**src/rtl/lsu_pkg.sv**
```systemverilog
// Shared types and constants for the memory-stage load/store unit.
// Latency: n/a (declarations only).
// Backpressure: n/a.
package lsu_pkg;

    typedef enum logic [1:0] {
        IDLE = 2'd0,
        BUSY = 2'd1,
        DONE = 2'd2
    } lsu_state_e;

    localparam logic [2:0] F3_B  = 3'b000;
    localparam logic [2:0] F3_H  = 3'b001;
    localparam logic [2:0] F3_W  = 3'b010;
    localparam logic [2:0] F3_BU = 3'b100;
    localparam logic [2:0] F3_HU = 3'b101;

    // True when an access with this funct3/address cannot be issued:
    // unknown size, unsigned store variant, or a half/word not naturally aligned.
    function automatic logic access_bad(input logic [2:0] f3,
                                        input logic       store,
                                        input logic [1:0] lo);
        logic bad;
        bad = 1'b0;
        case (f3)
            F3_B:  bad = 1'b0;
            F3_H:  bad = lo[0];
            F3_W:  bad = (lo != 2'b00);
            F3_BU: bad = store;
            F3_HU: bad = store | lo[0];
            default: bad = 1'b1;
        endcase
        return bad;
    endfunction

endpackage

```
**src/rtl/ld_align.sv**
```systemverilog
// Extracts the addressed byte/half/word from a raw read word and extends it.
// Latency: combinational.
// Backpressure: none.
// Ports: funct3 (access size/signedness), addr_lo (byte offset), rdata (raw word),
//        data (aligned, extended result).
module ld_align
    import lsu_pkg::*;
(
    input  logic [2:0]  funct3,
    input  logic [1:0]  addr_lo,
    input  logic [31:0] rdata,
    output logic [31:0] data
);

    logic [7:0]  byte_v;
    logic [15:0] half_v;

    always_comb begin
        byte_v = rdata[7:0];
        case (addr_lo)
            2'd0: byte_v = rdata[7:0];
            2'd1: byte_v = rdata[15:8];
            2'd2: byte_v = rdata[23:16];
            2'd3: byte_v = rdata[31:24];
            default: byte_v = rdata[7:0];
        endcase
        half_v = addr_lo[1] ? rdata[31:16] : rdata[15:0];

        data = rdata;
        case (funct3)
            F3_B:  data = {{24{byte_v[7]}}, byte_v};
            F3_BU: data = {24'd0, byte_v};
            F3_H:  data = {{16{half_v[15]}}, half_v};
            F3_HU: data = {16'd0, half_v};
            default: data = rdata;
        endcase
    end

endmodule

```
**src/rtl/mem_lsu.sv**
```systemverilog
// Memory-stage load/store unit: req/ack data-memory handshake, lane steering, load extension, timeout.
// Latency: 3 cycles minimum (accept, BUSY with ack, DONE); abort after P_TIMEOUT BUSY cycles.
// Backpressure: o_stall holds the pipeline from accept until DONE; DONE never accepts a new access.
// Ports: i_clk/i_reset (sync, active-low); EX/MEM inputs i_addr/i_rs2_data/i_instr/i_mem_ren/
//        i_mem_wren/i_insn_vld; dmem bus o_dmem_*/i_dmem_ack/i_dmem_rdata; MEM/WB outputs
//        o_ld_data/o_ld_vld; control o_stall, o_misalign (combinational), o_err (abort pulse).
module mem_lsu
    import lsu_pkg::*;
#(
    parameter int P_TIMEOUT = 16,
    parameter int P_TW      = 5
) (
    input  logic        i_clk,
    input  logic        i_reset,
    input  logic [31:0] i_addr,
    input  logic [31:0] i_rs2_data,
    input  logic [31:0] i_instr,
    input  logic        i_mem_ren,
    input  logic        i_mem_wren,
    input  logic        i_insn_vld,
    output logic        o_dmem_req,
    output logic        o_dmem_we,
    output logic [31:0] o_dmem_addr,
    output logic [31:0] o_dmem_wdata,
    output logic [3:0]  o_dmem_bmask,
    input  logic        i_dmem_ack,
    input  logic [31:0] i_dmem_rdata,
    output logic [31:0] o_ld_data,
    output logic        o_ld_vld,
    output logic        o_stall,
    output logic        o_misalign,
    output logic        o_err
);

    localparam logic [P_TW-1:0] TMO_LAST = P_TW'(P_TIMEOUT - 1);

    lsu_state_e      state;
    lsu_state_e      state_nxt;
    logic [P_TW-1:0] tmo_cnt;
    logic            tmo_hit;

    logic [2:0]  f3;
    logic        access;
    logic        is_store;
    logic        bad;
    logic        good;
    logic [3:0]  st_bmask;
    logic [31:0] st_wdata;

    logic [2:0]  f3_q;
    logic [1:0]  lo_q;
    logic [31:0] aligned;

    assign f3       = i_instr[14:12];
    assign access   = i_insn_vld & (i_mem_ren | i_mem_wren);
    // With both enables raised the access is a store.
    assign is_store = i_mem_wren;
    assign bad      = access & access_bad(f3, is_store, i_addr[1:0]);
    assign good     = access & ~bad;

    // Store lane steering; loads always read the full word.
    always_comb begin
        st_bmask = 4'b1111;
        st_wdata = 32'd0;
        if (is_store) begin
            case (f3)
                F3_B: begin
                    st_bmask = 4'b0001 << i_addr[1:0];
                    st_wdata = {4{i_rs2_data[7:0]}};
                end
                F3_H: begin
                    st_bmask = 4'b0011 << {i_addr[1], 1'b0};
                    st_wdata = {2{i_rs2_data[15:0]}};
                end
                default: begin
                    st_bmask = 4'b1111;
                    st_wdata = i_rs2_data;
                end
            endcase
        end
    end

    ld_align u_ld_align (
        .funct3  (f3_q),
        .addr_lo (lo_q),
        .rdata   (i_dmem_rdata),
        .data    (aligned)
    );

    always_ff @(posedge i_clk) begin
        if (!i_reset) begin
            state <= IDLE;
        end else begin
            state <= state_nxt;
        end
    end

    always_comb begin
        state_nxt  = state;
        o_stall    = 1'b0;
        o_misalign = 1'b0;
        tmo_hit    = 1'b0;
        case (state)
            IDLE: begin
                o_misalign = bad;
                o_stall    = good;
                if (good) begin
                    state_nxt = BUSY;
                end
            end
            BUSY: begin
                o_stall = 1'b1;
                // An ack arriving on the last allowed cycle still completes normally.
                if (i_dmem_ack) begin
                    state_nxt = DONE;
                end else if (tmo_cnt == TMO_LAST) begin
                    tmo_hit   = 1'b1;
                    state_nxt = DONE;
                end
            end
            DONE: begin
                state_nxt = IDLE;
            end
            default: begin
                state_nxt = IDLE;
            end
        endcase
    end

    always_ff @(posedge i_clk) begin
        if (!i_reset) begin
            tmo_cnt      <= '0;
            o_dmem_req   <= 1'b0;
            o_dmem_we    <= 1'b0;
            o_dmem_addr  <= 32'd0;
            o_dmem_wdata <= 32'd0;
            o_dmem_bmask <= 4'd0;
            f3_q         <= 3'd0;
            lo_q         <= 2'd0;
            o_ld_data    <= 32'd0;
            o_ld_vld     <= 1'b0;
            o_err        <= 1'b0;
        end else begin
            o_ld_vld <= 1'b0;
            o_err    <= 1'b0;
            tmo_cnt  <= '0;
            case (state)
                IDLE: begin
                    if (good) begin
                        o_dmem_req   <= 1'b1;
                        o_dmem_we    <= is_store;
                        o_dmem_addr  <= {i_addr[31:2], 2'b00};
                        o_dmem_wdata <= st_wdata;
                        o_dmem_bmask <= st_bmask;
                        f3_q         <= f3;
                        lo_q         <= i_addr[1:0];
                    end
                end
                BUSY: begin
                    tmo_cnt <= tmo_cnt + 1'b1;
                    if (i_dmem_ack) begin
                        o_dmem_req <= 1'b0;
                        if (!o_dmem_we) begin
                            o_ld_data <= aligned;
                            o_ld_vld  <= 1'b1;
                        end
                    end else if (tmo_hit) begin
                        o_dmem_req <= 1'b0;
                        o_ld_data  <= 32'd0;
                        o_err      <= 1'b1;
                    end
                end
                default: begin
                end
            endcase
        end
    end

endmodule

```
**config.mk**
```make
export PLATFORM = sky130hd
export DESIGN_NAME = mem_lsu
export DESIGN_NICKNAME = d
export VERILOG_FILES = /design/src/rtl/lsu_pkg.sv /design/src/rtl/ld_align.sv /design/src/rtl/mem_lsu.sv
export SDC_FILE = /design/constraint.sdc
export NUM_CORES = 1
export LEC_CHECK = 0
export CAP_MARGIN = 20
export CORE_MARGIN = 1.5
export CORE_UTILIZATION = 36
export CTS_CLUSTER_SIZE = 10
export DETAILED_ROUTE_END_ITERATION = 8
export GPL_ROUTABILITY_DRIVEN = 0
export PLACE_DENSITY = 0.76
export SETUP_SLACK_MARGIN = 0.2
export SLEW_MARGIN = 20
export SYNTH_ARGS = -nofsm -noshare
export SYNTH_HDL_FRONTEND = slang
export SYNTH_SLANG_ARGS = --single-unit
export TNS_END_PERCENT = 20
```
**constraint.sdc**
```tcl
create_clock -name i_clk -period 2.6 [get_ports i_clk]
set_input_delay 0.65 -clock i_clk [delete_from_list [all_inputs] [get_ports i_clk]]
set_output_delay 0.65 -clock i_clk [all_outputs]
set_load 0.005 [all_outputs]
```
==> results of run 1 <==
-- metal layers --
layer | wire (µm) | vias up
met5 | 0 | -
met4 | 391 | 0
met3 | 1340 | 32
met2 | 7190 | 193
met1 | 6140 | 2285
li1 | - | 2338
-- timing repair --
item | 4_1_cts | 5_1_grt
hold buffers | 0 | 0
setup endpoints to repair | 66 | 5
resized for setup | 26 | 5
pin swaps | 4 | 4
setup buffers | 2 | 0
-- path summary, 6_finish.rpt --
kind / end / cells after the start / slack (ns)
worst max register to register: o_ld_data[7] / 8 / 0.67
worst max-delay path: o_stall / 6 / 0.26
worst min register to register: tmo_cnt[0] / 1 / 0.44
worst min-delay path: tmo_cnt[0] / 1 / 0.44
-- per-stage QoR --
| stage | total power, mW | setup slack, ns | setup TNS [ns] |
|---|---|---|---|
| after global placement | 2.46 | -0.543 | -22.39 |
| after detailed placement | 2.47 | -0.542 | -23.88 |
| after CTS | 4.81 | 0.212 | 0 |
| after floorplan | 2.10 | 0.200 | 0 |
| final | 4.75 | 0.258 | 0 |
| after global routing | 4.94 | 0.162 | 0 |
-- power by group through the flow --
| stage | combinational, mW | sequential (mW) | clock [mW] |
|---|---|---|---|
| finish | 0.594 | 1.84 | 2.32 |
| global route | 0.642 | 1.85 | 2.45 |
| CTS | 0.597 | 1.84 | 2.37 |
| detailed placement | 0.595 | 1.87 | 0 |
| global placement | 0.584 | 1.87 | 0 |
| floorplan | 0.236 | 1.87 | 0 |
-- cell type report --
cell class,instances,share of cell area
Timing Repair Buffer,239,0.301
Multi-Input combinational cell,356,0.299
Sequential cell,114,0.293
Clock buffer,27,0.0672
Tap cell,172,0.0277
Clock inverter,4,0.00901
Inverter,5,0.00241
Antenna cell,1,0.000322
-- cells by family (layout without fill, tap and decap cells) --
kind of cell,count (synthesis),in the layout,synth area share
buffers and inverters,52,275,0.0451
AOI/OAI and AO/OA,149,149,0.228
xor gates and xnor gates,2,2,0.00365
other,1,3,0.000782
and+or+nand+nor,166,166,0.166
DFF,114,114,0.476
adders and majority gates,2,2,0.00522
muxes,35,35,0.0749
-- layout by cell type, fill, tap and decap left out, drive strengths merged, types with 3 or more instances in the layout --
| cell type | instances |
|---|---|
| o211a | 4 |
| nand2b | 14 |
| a221oi | 6 |
| a32o | 8 |
| buf | 36 |
| o31ai | 8 |
| clkbuf | 29 |
| dfxtp | 114 |
| a21oi | 27 |
| nor2 | 15 |
| a22o | 8 |
| mux2i | 28 |
| a21o | 3 |
| and3 | 3 |
| nand3 | 75 |
| o21ai | 30 |
| o2bb2ai | 39 |
| clkdlybuf4s50 | 199 |
| inv | 5 |
| nor2b | 3 |
| mux2 | 7 |
| nand2 | 47 |
| o2111ai | 4 |
-- flip-flops by register name, summed over array words and instances, names as in the netlist --
register	cells
o_dmem_wdata	32
o_ld_data	32
o_dmem_addr	30
tmo_cnt	5
o_dmem_bmask	4
f3_q	3
lo_q	2
state	2
o_dmem_req	1
o_dmem_we	1
o_err	1
o_ld_vld	1
==> impl_metrics.yaml, run 1 <==
status:
  status: "finished, final reports clean"
placed_design:
  io_buffers: 208
  dpl.cell_count: 884
  dpl_cell_area_um2: 7180
  hpwl_um: 11000
critical_path:
  reg2reg_from: "tmo_cnt[0]"
  path_class: "in2out"
  required_ns: 1.95
  crit_chain: "buf_6 > or4_4 > a21oi_2 > nor2_1 > nor2_1 > buf_2"
  cp-startpoint: "i_addr[1]"
  critPathLaunchType: "input port"
  setup.worst_path.end_class: "primary output"
  cp_max_fo: 2
  path_buf_inv: 2
  crit_slowest_cell: "or4_4"
  crit_arrival_ns: 1.69
  slowest_delay_ns: 0.54
  cp_common_cell: "nor2_1"
  cpLargestDelayFamily: "simple AND/OR/NAND/NOR gates"
hold_path:
  hold_path.class: "reg2reg"
  min_from: "tmo_cnt[0]"
sta:
  hold_viol: 0
  skew_ns: 0.00554
  post-route-min-period_ns: 2.34
  report.final.slew_viol_count: 0
  slew_headroom: 0.531
  rsz0062_at_grt: "yes"
  worstMarginPinSlew_ns: 0.703
  max_freq_ghz: 0.427
  setup_viol: 0
  holdWs_ns: 0.443
  finalCritPeriodShare: 0.901
yosys:
  yosys_most_used_dff: "dfxtp_1"
  synth_common_cells: "114 x dfxtp_1, 75 x nand3_1, 47 x nand2_1, 39 x o2bb2ai_1, 33 x clkbuf_1"
  synth_edf_count: 0
  ys_warn_count: 0
  synth_area_um2: 4790
  yosys.cell_types.count: 49
  ys_async_sr_fraction: 0
  yosysTopAreaCell: "dfxtp_1"
  synth_seq_area_share: 0.476
  avgSynthCellArea_um2: 9.20
  synth_top_area_frac: 0.476
  ys_ff_latch: 114
  yosysMostFrequentCell: "dfxtp_1"
  synthesis.instances: 521
  synth_area_leaders: "dfxtp_1 48%, nand3_1 7.8%, o2bb2ai_1 7.1%, mux2i_1 5.8%, nand2_1 3.7%"
floorplanning:
  row_count: 41
  core-area_um2: 12800
  die_x_um: 118
  ioPinCount: 240
  initial_core_util: 0.374
  die_area_um2: 14000
  die_y_um: 118
global_routing:
  grt_max_degree: 50
  overflow: 0
  grt_pass1_vias: 4821
  grt_usage: 0.216
  met2_usage: 0.371
  busiest_layer: "met2"
  antenna_found_initial: 1
  use_met3: 0.0724
  grt_pass1_wl_um: 24400
  grt_use_met1: 0.244
power_and_ir_drop:
  seqPwrFrac: 0.387
  p_comb_frac: 0.125
  p_leak_nw: 3.02
  p_sw_mw: 1.06
  clkPwrFrac: 0.488
  p_per_area_nw_per_um2: 611
  vdd_drop_max_v: 0.000390
  switching_share: 0.222
  p_int_mw: 3.70
cells_and_area:
  multiInputGateArea_um2: 2330
  utilization: 0.607
  area_growth_pct: 62.3
  drive_gt1_frac: 0.110
  fillerInstances: 1095
  final_cells: 918
  final_area_um2: 7780
  final_nets: 869
  regArea_um2: 2280
drt:
  viasPerCell: 5.28
  drt-pass1-iter-count: 4
  first_iter_violations: 384
  vias: 4848
  wire_per_inst_um: 16.4
  postRouteWirelength_um: 15100
  drc: 0
  ant_nets: 0
clock_tree:
  cts_buffer_depth: 2
  tritoncts: "yes"
  h-tree-depth: 4
  clock_latency_ns: 0.41
  cts.sinks: 114
  clkTransAtPathRegs_ns: 0.05
  root_buffer: "clkbuf_16"
  cts-buffers-inserted: 17
flow_run:
  maxCapViolations: 0
Power figures use the tool's default switching activity.
==> run 2: changes to the inputs <==
Settings changed: CORE_ASPECT_RATIO from default to 0.7.
==> run 2 against run 1 <==
  * Count of clock-buffer cells in the layout fell by 7
  * Die area barely moved
  * Non-clock buffer count up 2
  * Sequential power is essentially flat
  * Setup slack got worse by 0.099 ns
  * Fmax down 4.1%
  * Final area is 1.0% higher
  * Clock power rose by 13%
  * Register-to-register slack better by 0.07 ns
  * Critical path depth did not move
  * Critical path type unchanged
  * Largest cell class unchanged
  * Largest power group unchanged
  * Highest routed layer unchanged
==> impl_metrics.yaml, run 2 (synthesis gave the netlist of run 1 again) <==
status:
  status: "finished, final reports clean"
drt:
  postRouteWirelength_um: 15400
  wl_met2_um: 6890
  wl_met3_um: 992
  vias: 4842
  top_layer: "met4"
  ant_nets: 0
  drt-met1-wl_um: 7210
  viasPerCell: 5.30
  drt-pass1-iter-count: 4
  wire_per_inst_um: 16.9
  drc: 0
  first_iter_violations: 294
floorplanning:
  die_area_um2: 14000
  die_x_um: 141
  die_y_um: 99.6
  core-area_um2: 13100
  ioPinCount: 240
  row_count: 35
  initial_core_util: 0.366
critical_path:
  cp_common_cell: "nor2_1"
  path_class: "in2out"
  required_ns: 1.95
  cp_max_fo: 4
  setup.worst_path.end_class: "primary output"
  crit_slowest_cell: "or4_4"
  critPathLaunchType: "input port"
  crit_arrival_ns: 1.79
  crit_chain: "buf_6 > or4_4 > a21oi_2 > nor2_1 > nor2_1 > buf_2"
  slowest_delay_ns: 0.58
sta:
  post-route-min-period_ns: 2.44
  report.final.slew_viol_count: 0
  slew_headroom: 0.326
  worstMarginPinSlew_ns: 1.01
  skew_ns: 0.00912
  max_freq_ghz: 0.410
  hold_viol: 0
  rsz0062_at_grt: "yes"
  setup_viol: 0
  holdWs_ns: 0.447
  finalSetupTns_ns: 0
  finalCritPeriodShare: 0.939
cells_and_area:
  area_growth_pct: 63.9
  final_area_um2: 7860
  final_nets: 871
  final_common_cell: "clkdlybuf4s50_1"
  reg_top3: "o_dmem_wdata (32), o_ld_data (32), o_dmem_addr (30)"
  final_cell_mix: "199 x clkdlybuf4s50_1, 114 x dfxtp_1, 75 x nand3_1"
  drive_gt1_frac: 0.118
  utilization: 0.600
global_routing:
  grt_usage: 0.221
  grt_max_degree: 85
  antenna_found_initial: 1
  grt_pass1_wl_um: 24500
  overflow: 0
  grt_pass1_vias: 4791
clock_tree:
  cts_buffer_depth: 2
  root_buffer: "clkbuf_16"
  clkTransAtPathRegs_ns: 0.05
  cts-buffers-inserted: 17
  clock_latency_ns: 0.40
  tritoncts: "yes"
  cts.sinks: 114
  h-tree-depth: 4
  cts-hold-fix-buffers: 0
power_and_ir_drop:
  vdd_drop_max_v: 0.000438
  p_per_area_nw_per_um2: 645
  p_leak_nw: 3.06
  p_total_mw: 5.07
placed_design:
  hpwl_um: 11300
  dpl_cell_area_um2: 7170
  io_buffers: 208
hold_path:
  hold_path.class: "reg2reg"
flow_run:
  maxCapViolations: 0
## run 2: cell count changes in the layout (fill, tap and decap cells not counted), sizes merged
cell	before	now
clkinvlp	0	1
clkinv	2	4
bufinv	2	6
clkbuf	29	20
dlygate4sd2	2	1
clkdlybuf4s15	0	1
buf	36	40
## run 2: metrics by stage
stage / setup slack, ns / std cells
2_1_floorplan: 0.200 / 522
3_3_place_gp: -0.622 / 879
3_5_place_dp: -0.658 / 879
4_1_cts: 0.185 / 913
5_1_grt: 0.119 / 914
6_report: 0.159 / 914
## run 2: area by class of cell
type,instances,area [µm²]
Fill cell,1098,5240
Timing Repair Buffer,241,2350
Clock buffer,20,457
Tap cell,166,208
Antenna cell,1,2.50
Clock inverter,11,208
Inverter,5,18.8
Multi-Input combinational cell,356,2330
Sequential cell,114,2280
## run 2: where the power goes
group	switching [mW]	internal (mW)	total, mW
registers	0.0364	1.80	1.84
clock network	0.790	1.83	2.63
logic	0.266	0.342	0.608
total	1.09	3.98	5.07
## run 2: worst paths after layout
check | from | to | slack, ns | cells after the start
setup / recovery | i_addr[1] | o_stall | 0.16 | 6
hold / removal | o_dmem_addr[6] | o_dmem_addr[6] | 0.45 | 2
setup reg to reg | state[0] | o_ld_data[1] | 0.74 | 5
hold reg to reg | o_dmem_addr[6] | o_dmem_addr[6] | 0.45 | 2
## run 2: what timing repair did
item | CTS | global route
gates cloned | 0 | 0
pin swaps | 7 | 4
resized for setup | 34 | 1
setup endpoints to repair | 60 | 2
buffers inserted | 3 | 0
## run 2: critical path: cells and delay by family
kind | cells | cell delay [ns]
buf+inv | 2 | 0.22
compound gates | 1 | 0.17
simple gates | 3 | 0.75
## run 2: layer usage
layer  up-vias  GRT usage
met1      2284      0.286
met2       177      0.344
met5         -          0
met4         0     0.0777
li1       2355          -
met3        26     0.0746
==> run 3: changes to the inputs <==
Settings changed: PLACE_DENSITY 0.76 to 0.85.
==> run 3 against run 2 <==
  * Fmax is 4.4% lower
  * First-iteration DRC count is 26% lower
  * Via count is 1.8% lower
  * Routed wire length is 1.7% lower
  * Sequential cell count stayed put
  * Count of clock-buffer cells in the layout is 3 lower
  * Highest routed layer unchanged
==> impl_metrics.yaml, run 3 (synthesis gave the netlist of run 1 again) <==
hold_path:
  hold_path.class: "reg2reg"
cells_and_area:
  final_cells: 920
  final_nets: 877
  drive_gt1_frac: 0.126
  area_growth_pct: 62.7
  final_common_cell: "clkdlybuf4s50_1"
  final_cell_mix: "199 x clkdlybuf4s50_1, 114 x dfxtp_1, 75 x nand3_1"
  final_area_um2: 7800
  antenna_cells: 0
  reg_top3: "o_dmem_wdata (32), o_ld_data (32), o_dmem_addr (30)"
drt:
  postRouteWirelength_um: 15200
  viasPerCell: 5.17
  drc: 0
  vias: 4757
  wire_per_inst_um: 16.5
  ant_nets: 0
  first_iter_violations: 217
  drt-pass1-iter-count: 4
power_and_ir_drop:
  p_per_area_nw_per_um2: 594
  vdd_drop_max_v: 0.000441
  p_leak_nw: 3.03
global_routing:
  grt_usage: 0.217
  grt_pass1_wl_um: 24000
  grt_max_degree: 82
  antenna_found_initial: 0
  overflow: 0
  grt_pass1_vias: 4595
placed_design:
  dpl_cell_area_um2: 7200
  io_buffers: 208
  dpl.cell_count: 883
  hpwl_um: 11000
  place_ws_ns: -0.570
critical_path:
  cp_max_fo: 2
  crit_arrival_ns: 1.90
  setup.worst_path.end_class: "primary output"
  required_ns: 1.95
  critPathLaunchType: "input port"
  path_class: "in2out"
sta:
  holdWs_ns: 0.445
  worstMarginPinSlew_ns: 0.952
  finalCritPeriodShare: 0.982
  report.final.slew_viol_count: 0
  finalSetupTns_ns: 0
  setup_ws_ns: 0.0470
  skew_ns: 0.00932
  setup_viol: 0
  slew_headroom: 0.363
  hold_viol: 0
  max_freq_ghz: 0.392
  post-route-min-period_ns: 2.55
  rsz0062_at_grt: "yes"
floorplanning:
  initial_core_util: 0.366
  row_count: 35
  core-area_um2: 13100
  die_y_um: 99.6
  ioPinCount: 240
  die_x_um: 141
  die_area_um2: 14000
clock_tree:
  tritoncts: "yes"
  root_buffer: "clkbuf_16"
  h-tree-depth: 4
  clkTransAtPathRegs_ns: 0.05
  cts-buffers-inserted: 17
  cts.sinks: 114
  clock_latency_ns: 0.40
  cts_buffer_depth: 2
status:
  status: "finished, final reports clean"
flow_run:
  maxCapViolations: 0
run 3: cell types whose count changed in the layout (fill, tap and decap cells not counted), sizes merged:
cell and change:
buf +6, bufinv -5, clkbuf -2, clkdlybuf4s15 -1, clkinv +4, clkinvlp +3
diode -1, inv +2
run 3: layer usage:
layer  vias up  global-route usage  part of all wire
li1       2366                   -                 -
met1      2203               0.302              0.49
met2       174               0.323              0.43
met3        14              0.0713             0.071
met4         0              0.0609             0.012
met5         -                   0                 0
run 3: path summary, 6_finish.rpt:
check	cells past startpoint	slack, ns	to	from
max	7	0.05	o_stall	i_addr[1]
min	2	0.44	o_dmem_addr[27]	o_dmem_addr[27]
max reg2reg	5	0.77	o_ld_data[5]	state[0]
min reg2reg	2	0.44	o_dmem_addr[27]	o_dmem_addr[27]
run 3: repair_timing:
action | 4_1_cts | 5_1_grt
pin swaps | 5 | 2
hold buffers | 0 | 0
setup buffers | 4 | 1
setup endpoints to repair | 71 | 9
resized for setup | 34 | 5
run 3: layout make-up:
cell class	instances	area, µm²
fillers	1080	5290
repair buffers	247	2410
multi-input cells	356	2320
flip-flops and latches	114	2280
clock buffers	17	425
well taps	166	208
clock inverters	15	136
inverters	5	18.8
run 3: worst max-delay path, cell delays in order:
cell,delay (ns)
buf_6,0.09
or4_4,0.56
buf_6,0.14
a21oi_2,0.12
nor2_1,0.06
nor2_1,0.13
buf_2,0.14
run 3: per-stage QoR:
step	power, mW	util
after floorplan	2.10	-
after CTS	4.67	0.595
after detailed placement	2.47	0.550
after global placement	2.47	0.550
after global routing	4.83	0.596
final	4.64	0.596
run 3: power breakdown:
part	internal (mW)	total (mW)	switching [mW]	leakage, nW
clock	1.32	2.19	0.867	0.266
combinational	0.348	0.615	0.267	1.84
sequential	1.80	1.84	0.0360	0.923
